`src/rtl/request_scheduler.sv`:
```
// Single-car elevator request scheduler: latches car/hall requests, sweeps the
// car in its current direction, and holds the door open for a fixed number of cycles per stop.
module request_scheduler #(
  parameter int FLOORS      = 4,
  parameter int FW          = $clog2(FLOORS),
  parameter int DOOR_CYCLES = 3
) (
  input  logic              clk,
  input  logic              rst,
  input  logic [FLOORS-1:0] dest_req,
  input  logic [FLOORS-1:0] up_call,
  input  logic [FLOORS-1:0] down_call,
  input  logic [FW-1:0]     cur_floor,
  input  logic              at_floor,
  output logic              move_up,
  output logic              move_down,
  output logic              door_open,
  output logic [FLOORS-1:0] dest_pend,
  output logic [FLOORS-1:0] up_pend,
  output logic [FLOORS-1:0] down_pend,
  output logic [1:0]        state
);

  typedef enum logic [1:0] {
    S_IDLE = 2'b00,
    S_UP   = 2'b01,
    S_DOWN = 2'b10,
    S_DOOR = 2'b11
  } state_t;

  localparam int CW = (DOOR_CYCLES > 1) ? $clog2(DOOR_CYCLES) : 1;
  localparam logic [CW-1:0] DOOR_LOAD = CW'(DOOR_CYCLES - 1);

  // No hall call exists above the top floor or below the ground floor.
  localparam logic [FLOORS-1:0] UP_MASK = {1'b0, {(FLOORS-1){1'b1}}};
  localparam logic [FLOORS-1:0] DN_MASK = {{(FLOORS-1){1'b1}}, 1'b0};

  state_t        st, st_nxt;
  logic          ldir, ldir_nxt;
  logic [CW-1:0] cnt, cnt_nxt;

  int   cur_i;
  logic cur_valid;
  logic above, below;
  logic here_any, here_dest, here_up_raw, here_dn_raw;
  logic here_up, here_dn;
  logic [FLOORS-1:0] clr_dest, clr_up, clr_dn;

  assign cur_i     = int'(cur_floor);
  assign cur_valid = (cur_i < FLOORS);

  // An out-of-range floor sees nothing here, above or below.
  always_comb begin
    // NOTE: every always_comb output gets a default first so no path infers a latch.
    above       = 1'b0;
    below       = 1'b0;
    here_dest   = 1'b0;
    here_up_raw = 1'b0;
    here_dn_raw = 1'b0;
    for (int f = 0; f < FLOORS; f++) begin
      if (f > cur_i)
        above = above | dest_pend[f] | up_pend[f] | down_pend[f];
      if (cur_valid && (f < cur_i))
        below = below | dest_pend[f] | up_pend[f] | down_pend[f];
      if (f == cur_i) begin
        here_dest   = dest_pend[f];
        here_up_raw = up_pend[f];
        here_dn_raw = down_pend[f];
      end
    end
  end

  assign here_any = here_dest | here_up_raw | here_dn_raw;
  assign here_up  = here_dest | here_up_raw | (here_dn_raw & ~above);
  assign here_dn  = here_dest | here_dn_raw | (here_up_raw & ~below);

  // A hall call is only serviced when the car will leave in that direction.
  always_comb begin
    clr_dest = '0;
    clr_up   = '0;
    clr_dn   = '0;
    if (st == S_DOOR) begin
      for (int f = 0; f < FLOORS; f++) begin
        if (f == cur_i) begin
          clr_dest[f] = 1'b1;
          clr_up[f]   = ~ldir | ~below;
          clr_dn[f]   = ldir | ~above;
        end
      end
    end
  end

  // Clear is applied after set so a request at a serviced floor is absorbed.
  always_ff @(posedge clk or posedge rst) begin
    if (rst) begin
      dest_pend <= '0;
      up_pend   <= '0;
      down_pend <= '0;
    end else begin
      // NOTE: sequential state uses non-blocking assignment so all registers update together.
      dest_pend <= (dest_pend | dest_req) & ~clr_dest;
      up_pend   <= (up_pend | (up_call & UP_MASK)) & ~clr_up;
      down_pend <= (down_pend | (down_call & DN_MASK)) & ~clr_dn;
    end
  end

  always_ff @(posedge clk or posedge rst) begin
    if (rst) begin
      st   <= S_IDLE;
      ldir <= 1'b0;
      cnt  <= '0;
    end else begin
      st   <= st_nxt;
      ldir <= ldir_nxt;
      cnt  <= cnt_nxt;
    end
  end

  always_comb begin
    st_nxt   = st;
    ldir_nxt = ldir;
    cnt_nxt  = cnt;
    unique case (st)
      S_IDLE: begin
        if (here_any) begin
          st_nxt  = S_DOOR;
          cnt_nxt = DOOR_LOAD;
        end else if (above) begin
          st_nxt   = S_UP;
          ldir_nxt = 1'b0;
        end else if (below) begin
          st_nxt   = S_DOWN;
          ldir_nxt = 1'b1;
        end
      end
      S_UP: begin
        if (at_floor) begin
          if (here_up) begin
            st_nxt  = S_DOOR;
            cnt_nxt = DOOR_LOAD;
          end else if (!above) begin
            st_nxt = S_IDLE;
          end
        end
      end
      S_DOWN: begin
        if (at_floor) begin
          if (here_dn) begin
            st_nxt  = S_DOOR;
            cnt_nxt = DOOR_LOAD;
          end else if (!below) begin
            st_nxt = S_IDLE;
          end
        end
      end
      S_DOOR: begin
        if (cnt == '0) begin
          // Keep sweeping upward if that was the last direction, otherwise prefer down.
          if (!ldir && above) begin
            st_nxt   = S_UP;
            ldir_nxt = 1'b0;
          end else if (below) begin
            st_nxt   = S_DOWN;
            ldir_nxt = 1'b1;
          end else if (above) begin
            st_nxt   = S_UP;
            ldir_nxt = 1'b0;
          end else begin
            st_nxt = S_IDLE;
          end
        end else begin
          cnt_nxt = cnt - 1'b1;
        end
      end
      default: st_nxt = S_IDLE;
    endcase
  end

  assign state     = st;
  assign move_up   = (st == S_UP);
  assign move_down = (st == S_DOWN);
  assign door_open = (st == S_DOOR);

endmodule

```
`config.mk`:
```
export PLATFORM = sky130hd
export DESIGN_NAME = request_scheduler
export DESIGN_NICKNAME = d
export VERILOG_FILES = /design/src/rtl/request_scheduler.sv
export SDC_FILE = /design/constraint.sdc
export NUM_CORES = 1
export LEC_CHECK = 0
export CORE_UTILIZATION = 45
export CTS_CLUSTER_DIAMETER = 150
export DETAILED_ROUTE_END_ITERATION = 6
export HOLD_SLACK_MARGIN = 0.1
export PLACE_DENSITY = 0.81
export SYNTH_ARGS = -nofsm -noshare
export SYNTH_HDL_FRONTEND = slang
export SYNTH_SLANG_ARGS = --single-unit
```
`constraint.sdc`:
```
create_clock -name clk -period 2.4 [get_ports clk]
set_input_delay 0.36 -clock clk [delete_from_list [all_inputs] [get_ports clk]]
set_output_delay 0.36 -clock clk [all_outputs]
set_load 0.05 [all_outputs]
```
==> results of run 1 <==
-- power groups by stage --
stage | Clock (mW) | Sequential (mW) | Combinational [mW]
2_1_floorplan | 0 | 0.665 | 0.647
3_3_place_gp | 0 | 0.465 | 1.20
3_5_place_dp | 0 | 0.469 | 1.23
4_1_cts | 0.155 | 0.463 | 1.23
5_1_grt | 0.168 | 0.476 | 1.32
6_report | 0.148 | 0.465 | 1.22
-- cell families (layout without fill, tap and decap cells) --
group | count (synthesis) | count (layout) | synth area share
compound gates | 38 | 38 | 0.276
fa+ha+maj | 6 | 6 | 0.0646
buf+inv | 11 | 57 | 0.0581
flops | 17 | 17 | 0.366
mux | 7 | 7 | 0.0979
simple gates | 27 | 27 | 0.138
-- cell type report --
| class | count | area, um^2 | share of cell area |
|---|---|---|---|
| Multi-Input combinational cell | 78 | 669 | 0.414 |
| Sequential cell | 17 | 427 | 0.264 |
| Timing Repair Buffer | 45 | 423 | 0.261 |
| Tap cell | 30 | 37.5 | 0.0232 |
| Inverter | 8 | 35.0 | 0.0217 |
| Clock buffer | 4 | 26.3 | 0.0162 |
-- flip-flops by register name, indices dropped and copies added (netlist names) --
name / flops
dest_pend: 4
down_pend: 4
up_pend: 4
cnt: 2
state: 2
ldir: 1
-- metal layers --
layer,global-route usage,wire (um),part of all wire
met1,0.300,1180,0.42
met3,0.0290,127,0.045
met4,0.0789,40,0.014
met2,0.411,1480,0.52
met5,0,0,0
-- metrics by stage --
step,hold WS (ns),std cells,utilization
floorplan,0.286,106,-
global placement,0.496,178,0.645
detailed placement,0.510,178,0.645
CTS,0.480,182,0.656
global route,0.513,182,0.659
finish,0.456,182,0.659
-- worst max-delay path by stage --
stage	cells after the start	slack [ns]	from	endpoint
floorplan	7	0.07	state[0]$_DFFE_PP0P_	state[1]$_DFFE_PP0P_
global placement	6	-0.17	cur_floor[0]	state[1]$_DFFE_PP0P_
detailed placement	7	-0.28	cur_floor[0]	ldir$_DFFE_PP0P_
CTS	7	0.01	cur_floor[0]	ldir$_DFFE_PP0P_
global route	7	0.05	cur_floor[1]	ldir$_DFFE_PP0P_
finish	7	0.13	cur_floor[1]	ldir$_DFFE_PP0P_
-- layout by cell type, fill, tap and decap left out, types with 2 or more instances in the layout --
cell,n
clkbuf_4,3
mux2i_1,2
o21a_1,8
a31oi_1,2
ha_1,6
a211o_4,2
nand3b_1,2
o22a_1,4
inv_1,7
nor2_1,7
nand2_1,4
dlymetal6s2s_1,3
mux4_2,3
or2_2,2
dfrtp_1,16
nor2b_1,2
clkdlybuf4s50_1,28
nand3_1,2
buf_4,14
o41ai_1,2
a21oi_1,5
-- cells in the mapped netlist (2+ instances only) --
cell / number
nand3_1: 2
mux4_2: 3
dfrtp_1: 17
inv_1: 7
mux2i_1: 2
a21oi_1: 5
ha_1: 6
o21a_1: 8
o22a_1: 4
or2_2: 2
nand3b_1: 2
nor2_1: 7
nor2b_1: 2
o41ai_1: 2
nand2_1: 4
a211o_4: 2
a31oi_1: 2
-- repair_timing --
action | in CTS | in global routing
hold buffers | 0 | 0
resized for setup | 0 | 3
endpoints found under the hold margin | 0 | 0
setup endpoints to repair | 0 | 6
==> metrics, run 1 <==
clock sinks=17; clock slew at the register clock pins of the worst setup and hold paths=0.10 ns; cts bufs inserted=3; f_max=440 MHz; DP Wirelength=2210 um; r2r startpoint=dest_pend[1]$_DFF_PP0_; Int Power=965 uW; R2R cell count=6; CTS tree=yes; Clock Power Share=0.081; Via density=5.79; Tcrit/Tclk final=0.946; CTS Root Cell=clkbuf_4; CP endpoint kind=register; Initial Util=0.473; synthesis warning total=0; slowest stage delay, CP=0.70 ns; crit-path cells=clkdlybuf4s50_1, mux4_2, nor3_1, buf_4, nor2b_1, o41ai_1, o41ai_1; first-pass GRT wire length=4760 um; Wirelength per Cell=15.5 um; flop2flop setup slack=0.29 ns; post-synth top area share=0.366; Gate Count Post-Synth=106; synthesized flop and latch total=17; Final #Nets=176; worst path arrival time=2.42 ns; chip height=52.8 um; via count=1053; maximum clock path buffer count=2; CP required=2.55 ns; vias in the first global route=1024; DRT Wirelength=2820 um; Worst path slowest cell=clkdlybuf4s50_1; Sw Pwr=871 uW; die width=52.8 um; Reg-to-Reg End=state[1]$_DFFE_PP0P_; switching share of power=0.474; Post-DP Area=1580 um^2; Worst Tran Pin Value=0.651 ns; maximum vdd drop=0.967 mV; number of I/O pins=34; Startpoint Class=primary input; Yosys cell types=46; Rows=18; Max Cap Viol=0; Residual DRC=0; pin count of the biggest net entering global routing=18; Clock Latency Late Sink=0.28 ns; Area growth, synth to finish=39.2%; slew margin rel.=0.566; Buf+Inv Stages, Crit Path=2; Setup Skew=0.00526 ns; first-pass detailed-route iteration total=4; Async SR Flop Fraction=1.00; # setup viols final=0; Critical Path Most Common Cell=o41ai_1; post-route setup TNS=0 ns; Gate power share=0.666; Total Routing Usage GR=0.237; Port Buffers=31; number of synthesized flops with an enable pin=0; pre-CTS setup slack=-0.282 ns; Worst Path Max Fanout=10; overall die area=2790 um^2; P per Cell Area=1140 nW/um^2; Final min period=2.27 ns; status=complete, no violations; Flop pwr share=0.253; Worst Setup Slack, final=0.130 ns; syn avg cell area=11.0 um^2; Post-CTS Setup Bufs=0; layout cells sized above 1=0.230; Synth Flop Type=dfrtp_1; CTS H-tree lvls=1; ANT nets after route=0; syn nets=129; Area contributors post-synth=dfrtp_1 (37%), ha_1 (6.5%), mux4_2 (5.8%), o21a_1 (5.2%), a211o_4 (3.0%); core area=2450 um^2; LEAKAGE=0.699 nW; Hold Path Class=primary input to asynchronous set/reset pin; Top delay family on crit path=buffers and inverters; design area=1620 um^2; CP Class=primary input to register; Power Total=1.84 mW; Final Slew Violations=0; leading area contributor after synthesis=dfrtp_1; final hold viol count=0; post-synthesis sequential area ratio=0.366; number of antenna violations at the first check in global routing=0; violation count after the first detailed-route iteration=34; number of fill cells=193; Cell Area, Synth=1160 um^2; # diodes=0; total gr overflow=0; Final Wtd Congestion=0.893; RSZ-0062 raised after global routing=false
No activity file was read; power rests on OpenSTA's default activity.
==> inputs of run 2 (changes only) <==
--- a/config.mk
+++ b/config.mk
@@ -10,6 +10,7 @@
 export DETAILED_ROUTE_END_ITERATION = 6
 export HOLD_SLACK_MARGIN = 0.1
 export PLACE_DENSITY = 0.81
+export SLEW_MARGIN = 40
 export SYNTH_ARGS = -nofsm -noshare
 export SYNTH_HDL_FRONTEND = slang
 export SYNTH_SLANG_ARGS = --single-unit
==> results of run 2 <==
Same layout as run 1: the final DEF is identical, and so are final timing and power.
